$ cat src/rtl/fifo_word32.sv
// Word FIFO behind the 8->32 byte packer: in-order buffering with registered read data and sticky error flags.
// Optional `FIFO_OCCUPANCY_EN adds an occupancy output equal to the internal count register.
module fifo_word32 #(
    parameter int DATA_WIDTH      = 32,
    parameter int DEPTH           = 8,
    parameter int ADDR_WIDTH      = 3,
    parameter int ALMOST_FULL_TH  = 6,
    parameter int ALMOST_EMPTY_TH = 2
) (
    input  logic                  clk_f,
    input  logic                  reset,
    input  logic [DATA_WIDTH-1:0] data_in,
    input  logic                  valid_in,
    input  logic                  pop,
    output logic [DATA_WIDTH-1:0] data_out,
    output logic                  valid_out,
    output logic                  full,
    output logic                  empty,
    output logic                  almost_full,
    output logic                  almost_empty,
    output logic                  overflow,
    output logic                  underflow
`ifdef FIFO_OCCUPANCY_EN
    ,
    output logic [ADDR_WIDTH:0]   occupancy
`endif
);

    logic [DATA_WIDTH-1:0] mem [DEPTH];
    logic [ADDR_WIDTH-1:0] wr_ptr;
    logic [ADDR_WIDTH-1:0] rd_ptr;
    logic [ADDR_WIDTH:0]   count;
    logic                  pop_ok;
    logic                  push_ok;

    // A full FIFO still accepts a push when a pop frees a slot in the same cycle.
    assign pop_ok  = pop && !empty;
    assign push_ok = valid_in && (!full || pop_ok);

    assign full         = (count == (ADDR_WIDTH+1)'(DEPTH));
    assign empty        = (count == '0);
    assign almost_full  = (count >= (ADDR_WIDTH+1)'(ALMOST_FULL_TH));
    assign almost_empty = (count <= (ADDR_WIDTH+1)'(ALMOST_EMPTY_TH));

    // Storage is never cleared; stale words are unreachable once the pointers reset.
    always_ff @(posedge clk_f) begin
        if (push_ok)
            mem[wr_ptr] <= data_in;
    end

    always_ff @(posedge clk_f) begin
        if (reset) begin
            wr_ptr    <= '0;
            rd_ptr    <= '0;
            count     <= '0;
            data_out  <= '0;
            valid_out <= 1'b0;
            overflow  <= 1'b0;
            underflow <= 1'b0;
        end else begin
            if (push_ok)
                wr_ptr <= wr_ptr + ADDR_WIDTH'(1);

            if (pop_ok) begin
                data_out  <= mem[rd_ptr];
                valid_out <= 1'b1;
                rd_ptr    <= rd_ptr + ADDR_WIDTH'(1);
            end else begin
                valid_out <= 1'b0;
            end

            case ({push_ok, pop_ok})
                2'b10:   count <= count + (ADDR_WIDTH+1)'(1);
                2'b01:   count <= count - (ADDR_WIDTH+1)'(1);
                default: count <= count;
            endcase

            if (valid_in && !push_ok)
                overflow <= 1'b1;
            if (pop && empty)
                underflow <= 1'b1;
        end
    end

`ifdef FIFO_OCCUPANCY_EN
    assign occupancy = count;
`else
    // Without the occupancy port the count register only feeds the status flags.
`endif

endmodule
$ cat config.mk
export PLATFORM = sky130hd
export DESIGN_NAME = fifo_word32
export DESIGN_NICKNAME = d
export VERILOG_FILES = /design/src/rtl/fifo_word32.sv
export SDC_FILE = /design/constraint.sdc
export NUM_CORES = 1
export LEC_CHECK = 0
export ABC_AREA = 1
export CELL_PAD_IN_SITES_DETAIL_PLACEMENT = 0
export CELL_PAD_IN_SITES_GLOBAL_PLACEMENT = 1
export CORE_MARGIN = 2
export CORE_UTILIZATION = 45
export CTS_CLUSTER_SIZE = 10
export DETAILED_ROUTE_END_ITERATION = 12
export GPL_TIMING_DRIVEN = 1
export MAX_ROUTING_LAYER = met4
export PLACE_DENSITY_LB_ADDON = 0.1
export REMOVE_ABC_BUFFERS = 1
export SLEW_MARGIN = 20
export SYNTH_ARGS = -nofsm -noshare
export SYNTH_HDL_FRONTEND = slang
export SYNTH_SLANG_ARGS = --single-unit
$ cat constraint.sdc
create_clock -name clk_f -period 6.1 [get_ports clk_f]
set_clock_uncertainty 0.1 [all_clocks]
set_input_delay 1.525 -clock clk_f [delete_from_list [all_inputs] [get_ports clk_f]]
set_output_delay 1.525 -clock clk_f [all_outputs]
set_load 0.005 [all_outputs]
# Yosys cells after proc, flatten, opt, wreduce, memory -nomap -nowiden
# Memory sizes are Yosys's and may differ from the RTL's. A register that Yosys moved wholly into a read port is not among the register bits.
# Index checks and enable logic that the tools add are counted.
[word_totals]
regBits = 13
mem_bits_rw = 256
inputBits = 36
out_inout_bits = 39
elab_cells = 30
memories = 1
[mem_list]
columns = ["memory", "depth", "width", "read_ports", "rd_ports_with_merged_regs", "write_ports", "line_no", "source"]
rows = [
  ["mem", 8, 32, 1, 1, 1, "29", "logic [DATA_WIDTH-1:0] mem [DEPTH];"],
]
[classes]
n_addsub = 4
magnitude_cmp = 2
n_eq_ne = 3
mux = 4
n_reduce_logical = 10
[ops]
columns = ["operator", "count"]
rows = [
  ["case mux 4 bit (2 select lines)", 1],
  ["adder 3 x 1 -> 3 bit, second input constant", 2],
  ["adder 4 x 1 -> 4 bit, second input constant", 1],
  ["== test 4 bit, second input constant", 1],
  ["greater-or-equal comparator 4 x 3 -> 1 bit, second input constant", 1],
  ["less-or-equal comparator 4 x 2 -> 1 bit, second input constant", 1],
  ["logical AND 1 bit", 4],
  ["logical NOT 4 bit", 1],
  ["subtractor 4 x 1 -> 4 bit, second input constant", 1],
  ["logical NOT 1 bit", 3],
  ["two-way mux 1 bit", 3],
  ["== test 2 x 1 -> 1 bit, second input constant", 1],
  ["== test 2 bit, second input constant", 1],
  ["nonzero test 2 bit", 1],
  ["logical OR 1 bit", 1],
]

# Logic depth before layout (Yosys ltp)
[logic_depth]
depth_word = 7
ltp_mapped = 13
depth_no_buf = 13

# Worst setup path before layout
# OpenSTA, ideal clock, no wires.
[synth_timing]
path_kind = "input to register"
startpoint = "input pop"
endpoint = "memory mem[0][0] (enable)"
setup_time_ps = 421
arrival_time_ps = 3310
required_ps = 5579
path_slack_ps = 2269
cell_stages = 6
path_buffers = 0
path_cell_list = "inv_1 -> nand4_1 -> nand2_1 -> inv_1 -> nand2_1 -> nor2_1"
[synth_between]
elab_chain_len = 5
[synth_lines]
columns = ["item", "line_no", "source"]
rows = [
  ["from (decl)", "14", "input logic pop,"],
  ["logical AND 1 bit", "37", "assign pop_ok = pop && !empty;"],
  ["logical OR 1 bit", "38", "assign push_ok = valid_in && (!full || pop_ok);"],
  ["logical AND 1 bit", "38", ""],
  ["two-way mux 1 bit", "47", "if (push_ok)"],
  ["two-way mux 1 bit (not written as such)", "48", "mem[wr_ptr] <= data_in;"],
  ["to (decl)", "29", ""],
]
# No other way between the ends.

# Worst setup path in the final report
[layout_timing]
startpoint = "input pop"
endpoint = "register count[3]"
[layout_between]
elab_chain_len = 5
elab_cells_between_ends = 7
cone_classes = "2 x eq/ne; 1 x mux; 4 x reduce/logical"
[layout_lines]
columns = ["item", "line_no", "source"]
rows = [
  ["logical AND 1 bit *", "37", ""],
  ["logical OR 1 bit", "38", ""],
  ["logical AND 1 bit", "38", ""],
  ["== test 2 x 1 -> 1 bit or == test 2 bit (tied branches)", "72", "case ({push_ok, pop_ok})"],
  ["case mux 4 bit (2 select lines) or nonzero test 2 bit (tied branches)", "--", ""],
  ["to (signal assigned)", "73", "2'b10: count <= count + (ADDR_WIDTH+1)'(1);"],
  ["to (signal assigned)", "74", "2'b01: count <= count - (ADDR_WIDTH+1)'(1);"],
  ["to (signal assigned)", "75", "default: count <= count;"],
  ["to (decl)", "32", "logic [ADDR_WIDTH:0] count;"],
]
# Mark *: on every way between the ends. The rest lies on a longest branch, timed or not.
# A chain may end at the register's enable or synchronous reset.

==> Implementation_results.wiki <==
{| class="wikitable"
! Metric !! Value
|-
| Number of buffers inserted during clock tree synthesis || 36
|-
| Routed wire per std cell || 18.0 um
|-
| Share of the yosys chip area belonging to registers || 0.722
|-
| Count of buffer and inverter cells on the critical path || 3
|-
| Least-Margin Pin Slew || 1.08 ns
|-
| Number of max-slew violations in the final report || 0
|-
| Number of maximum-capacitance violations || 0
|-
| Antenna cells || 0
|-
| Area added between synthesis and finish || 17.2%
|-
| Unrepaired setup endpoints after global routing || false
|-
| Iter 0 DRT Violations || 506
|-
| Net Sw Frac || 0.292
|-
| Hold path cells || 1
|-
| Synth cell types || 29
|-
| Leakage power of the design || 0.00475 uW
|-
| Startpoint types || input pin
|-
| Maximum achievable frequency || between 200 and 300 MHz
|-
| YS warnings || 0
|-
| Number of storage elements in the synthesis netlist || 301
|-
| Cts-stage hold buffer count || 0
|-
| Total of buffers placed on input and output ports || 74
|-
| Number of routed nets with antenna violations || 0
|-
| Aggregate routed wire length || 25.7 mm
|-
| Cts repair resizes || 0
|-
| Setup CP Type || input pin to register
|-
| Status || finished clean
|-
| Number of filler cells placed in the layout || 2240
|-
| Power share of the clock group || 0.338
|-
| Highest cell delay on the worst timing path || 0.60 ns
|-
| Width of the chip || about 170 um
|-
| Max Fanout on Critical Path || 67
|-
| Post-route DRC || 0
|-
| Peak VDD IR || 0.000224 V
|-
| Std cell rows || 59
|-
| Boundary Pins || 75
|-
| Top cell by count, worst path || sky130_fd_sc_hd__nand2_1
|-
| Total Die Area || 0.0277 sq mm
|-
| Data arrival time of the worst path || 3.98 ns
|-
| Largest area contributor in the netlist || sky130_fd_sc_hd__edfxtp_1
|-
| Final setup vio count || 0
|-
| Synth area leaders || sky130_fd_sc_hd__edfxtp_1, sky130_fd_sc_hd__nor2_1, sky130_fd_sc_hd__dfxtp_1, sky130_fd_sc_hd__o21ai_0, sky130_fd_sc_hd__nand3_1
|-
| Top cell type's share of synthesized area || 0.647
|-
| Mapped Area || 0.0119 sq mm
|-
| Clock tree buffer depth || 3
|-
| Largest net degree at the start of global routing || 109
|-
| Largest delay share family, worst path || buffers and inverters
|-
| Register-to-Register Path Depth || 13
|-
| Clock tree root driver cell || sky130_fd_sc_hd__clkbuf_16
|-
| Average size of a mapped cell || 11.9 sq um
|-
| Final-stage net count || 1105
|-
| Cell chain of the critical path || clkdlybuf4s50_1 -> nand2_4 -> inv_4 -> nand2_1 -> inv_1 -> ha_1 -> a21oi_1 -> nand3_1 -> nand2_1 -> nand3_1 -> nand2_1 -> nor2_1
|-
| Die Y-Extent || 167 um
|-
| Pwr per Cell Area || 404 mW/mm^2
|-
| Rel. slew slack || 0.281
|-
| Initial antenna violation count || 0
|-
| GR Util All Layers || 0.192
|-
| Core area || 0.0260 sq mm
|-
| Power after layout || roughly 5600 uW
|-
| Post CTS Setup Buffer Count || 0
|-
| Period utilisation layout || 0.601
|-
| Proportion of power drawn by flip-flops and latches || 0.442
|-
| Accumulated negative setup slack || 0 ns
|-
| Initial DRT Pass Iterations || 4
|-
| Crit. End Element || register
|-
| Weighted congestion reported at the end of routability-driven placement || slightly above 0.7
|-
| Synth Instances || around 1000
|-
| Clock latency on the worst-skew pair || approximately 0.51 ns
|-
| Global-route wire length before repair || 40.7 mm
|-
| Critical path depth in cells || 12
|-
| Gr ovfl total || 0
|-
| Slowest cell on the critical path || sky130_fd_sc_hd__inv_4
|-
| Dpl hpwl || ~13 mm
|-
| Number of H-tree levels || 2
|-
| Via count of the first global-routing pass || around 7200
|-
| Final count of hold timing violations || 0
|-
| Share of post-route cells with drive strength above 1 || 0.0882
|-
| Initial cell density of the core || 0.458
|-
| Vias per cell || 5.13
|-
| Required time at the endpoint of the critical path || around 6.4 ns
|-
| Kind of path behind the tightest hold check || register to register
|-
| Net switching power of the design || 1650 uW
|-
| Shortest clock period the worst path allows after layout || between 3 and 4 ns
|-
| Internal power component || 3990 uW
|-
| Number of clock sinks seen by CTS || ~300
|-
| CTS clk-pin slew, worst paths || 0.06 ns
|-
| Proportion of power drawn by combinational gates || 0.220
|-
| Overall via count from detail_route || 7301
|-
| CTS tree || built
|}
## per-layer routing
metal	part of all wire	track usage
met2	0.48	0.304
met1	0.47	0.262
met5	0	-
met3	0.035	0.0333
met4	0.013	0.0450
## per-stage QoR
| stage | hold slack (ns) | std cells | utilization | cell area [sq um] | setup WS [ns] |
|---|---|---|---|---|---|
| finish | 0.367 | 1423 | 0.536 | 13900 | 2.43 |
| global route | 0.393 | 1423 | 0.536 | 13900 | 2.17 |
| CTS | 0.374 | 1420 | 0.534 | 13900 | 2.35 |
| detailed placement | 0.360 | 1358 | 0.495 | 12900 | 1.83 |
| global placement | 0.347 | 1356 | 0.493 | 12800 | 1.89 |
| floorplan | 0.357 | 938 | - | 11500 | 1.77 |
## state kept, by name (all words and copies together) (netlist names)
signal and cells:
wr_ptr 3, valid_out 1, underflow 1, data_out 32, rd_ptr 3, mem 256, overflow 1, count 4
## cells in the final DEF (no fill, tap or decap), types with 3 or more instances in the layout
master                            netlist  final
sky130_fd_sc_hd__nor2_1               276    268
sky130_fd_sc_hd__edfxtp_1             256    256
sky130_fd_sc_hd__o21ai_0              141    141
sky130_fd_sc_hd__clkdlybuf4s50_1        0     74
sky130_fd_sc_hd__nand3_1               71     71
sky130_fd_sc_hd__nand2_1               47     47
sky130_fd_sc_hd__dfxtp_1               45     43
sky130_fd_sc_hd__clkbuf_16              0     37
sky130_fd_sc_hd__clkbuf_1              18     24
sky130_fd_sc_hd__o21ai_1               20     20
sky130_fd_sc_hd__a21oi_2               20     20
sky130_fd_sc_hd__a21oi_1               20     20
sky130_fd_sc_hd__inv_1                 19     18
sky130_fd_sc_hd__nor2_4                 0      8
sky130_fd_sc_hd__buf_4                 11      8
sky130_fd_sc_hd__o21ai_2                6      6
sky130_fd_sc_hd__ha_1                   4      4
sky130_fd_sc_hd__buf_12                 1      3
## area by class of cell
cell class | instances | area, sq um | area share
Timing Repair Buffer | 88 | 915 | 0.0656
Clock buffer | 61 | 1020 | 0.0729
Clock inverter | 1 | 5.00 | 0.000359
Sequential cell | 301 | 8590 | 0.617
Tap cell | 335 | 419 | 0.0301
Multi-Input combinational cell | 616 | 2910 | 0.209
Inverter | 21 | 82.6 | 0.00593
## cell families (layout without fill, tap and decap cells)
kind of cell | count (synthesis) | count (layout) | synth area share
xor gates and xnor gates | 2 | 2 | 0.00147
DFF | 301 | 301 | 0.722
adders and majority gates | 5 | 5 | 0.00589
AOI/OAI and AO/OA | 209 | 209 | 0.0966
and+or+nand+nor | 400 | 400 | 0.135
buffers and inverters | 81 | 171 | 0.0382
## final timing paths
| path | startpoint | end | slack, ns |
|---|---|---|---|
| worst max-delay path | pop | count[3] | 2.43 |
| worst min-delay path | overflow | overflow | 0.37 |
| worst max register to register | count[3] | count[3] | 3.35 |
| worst min register to register | overflow | overflow | 0.37 |
## cell usage after synthesis (all sizes together)
library cell    n
ha              4
o21ai         167
nand3          71
clkbuf         20
fa              1
nor2          278
xor2            2
a21oi          40
nand4           1
dfxtp          45
buf            40
o21a            2
edfxtp        256
nand2          50
inv            21
## worst register-to-register path: cells and delay by family (launching register included)
kind / cells / cell delay [ns]
buffers and inverters: 2 / 0.75
flip-flops: 1 / 0.44
AO/OA/AOI/OAI: 1 / 0.19
adder cells (fa/ha/maj): 1 / 0.27
AND/OR/NAND/NOR: 9 / 0.92
## power by group through the flow
stage               sequential, uW  combinational [uW]  clock (uW)
floorplan                     2570                 704           0
global placement              2530                1250           0
detailed placement            2530                1260           0
CTS                           2490                1260        1940
global route                  2510                1410        2040
finish                        2490                1240        1900
Note: power is estimated with default switching activity, not from simulation.
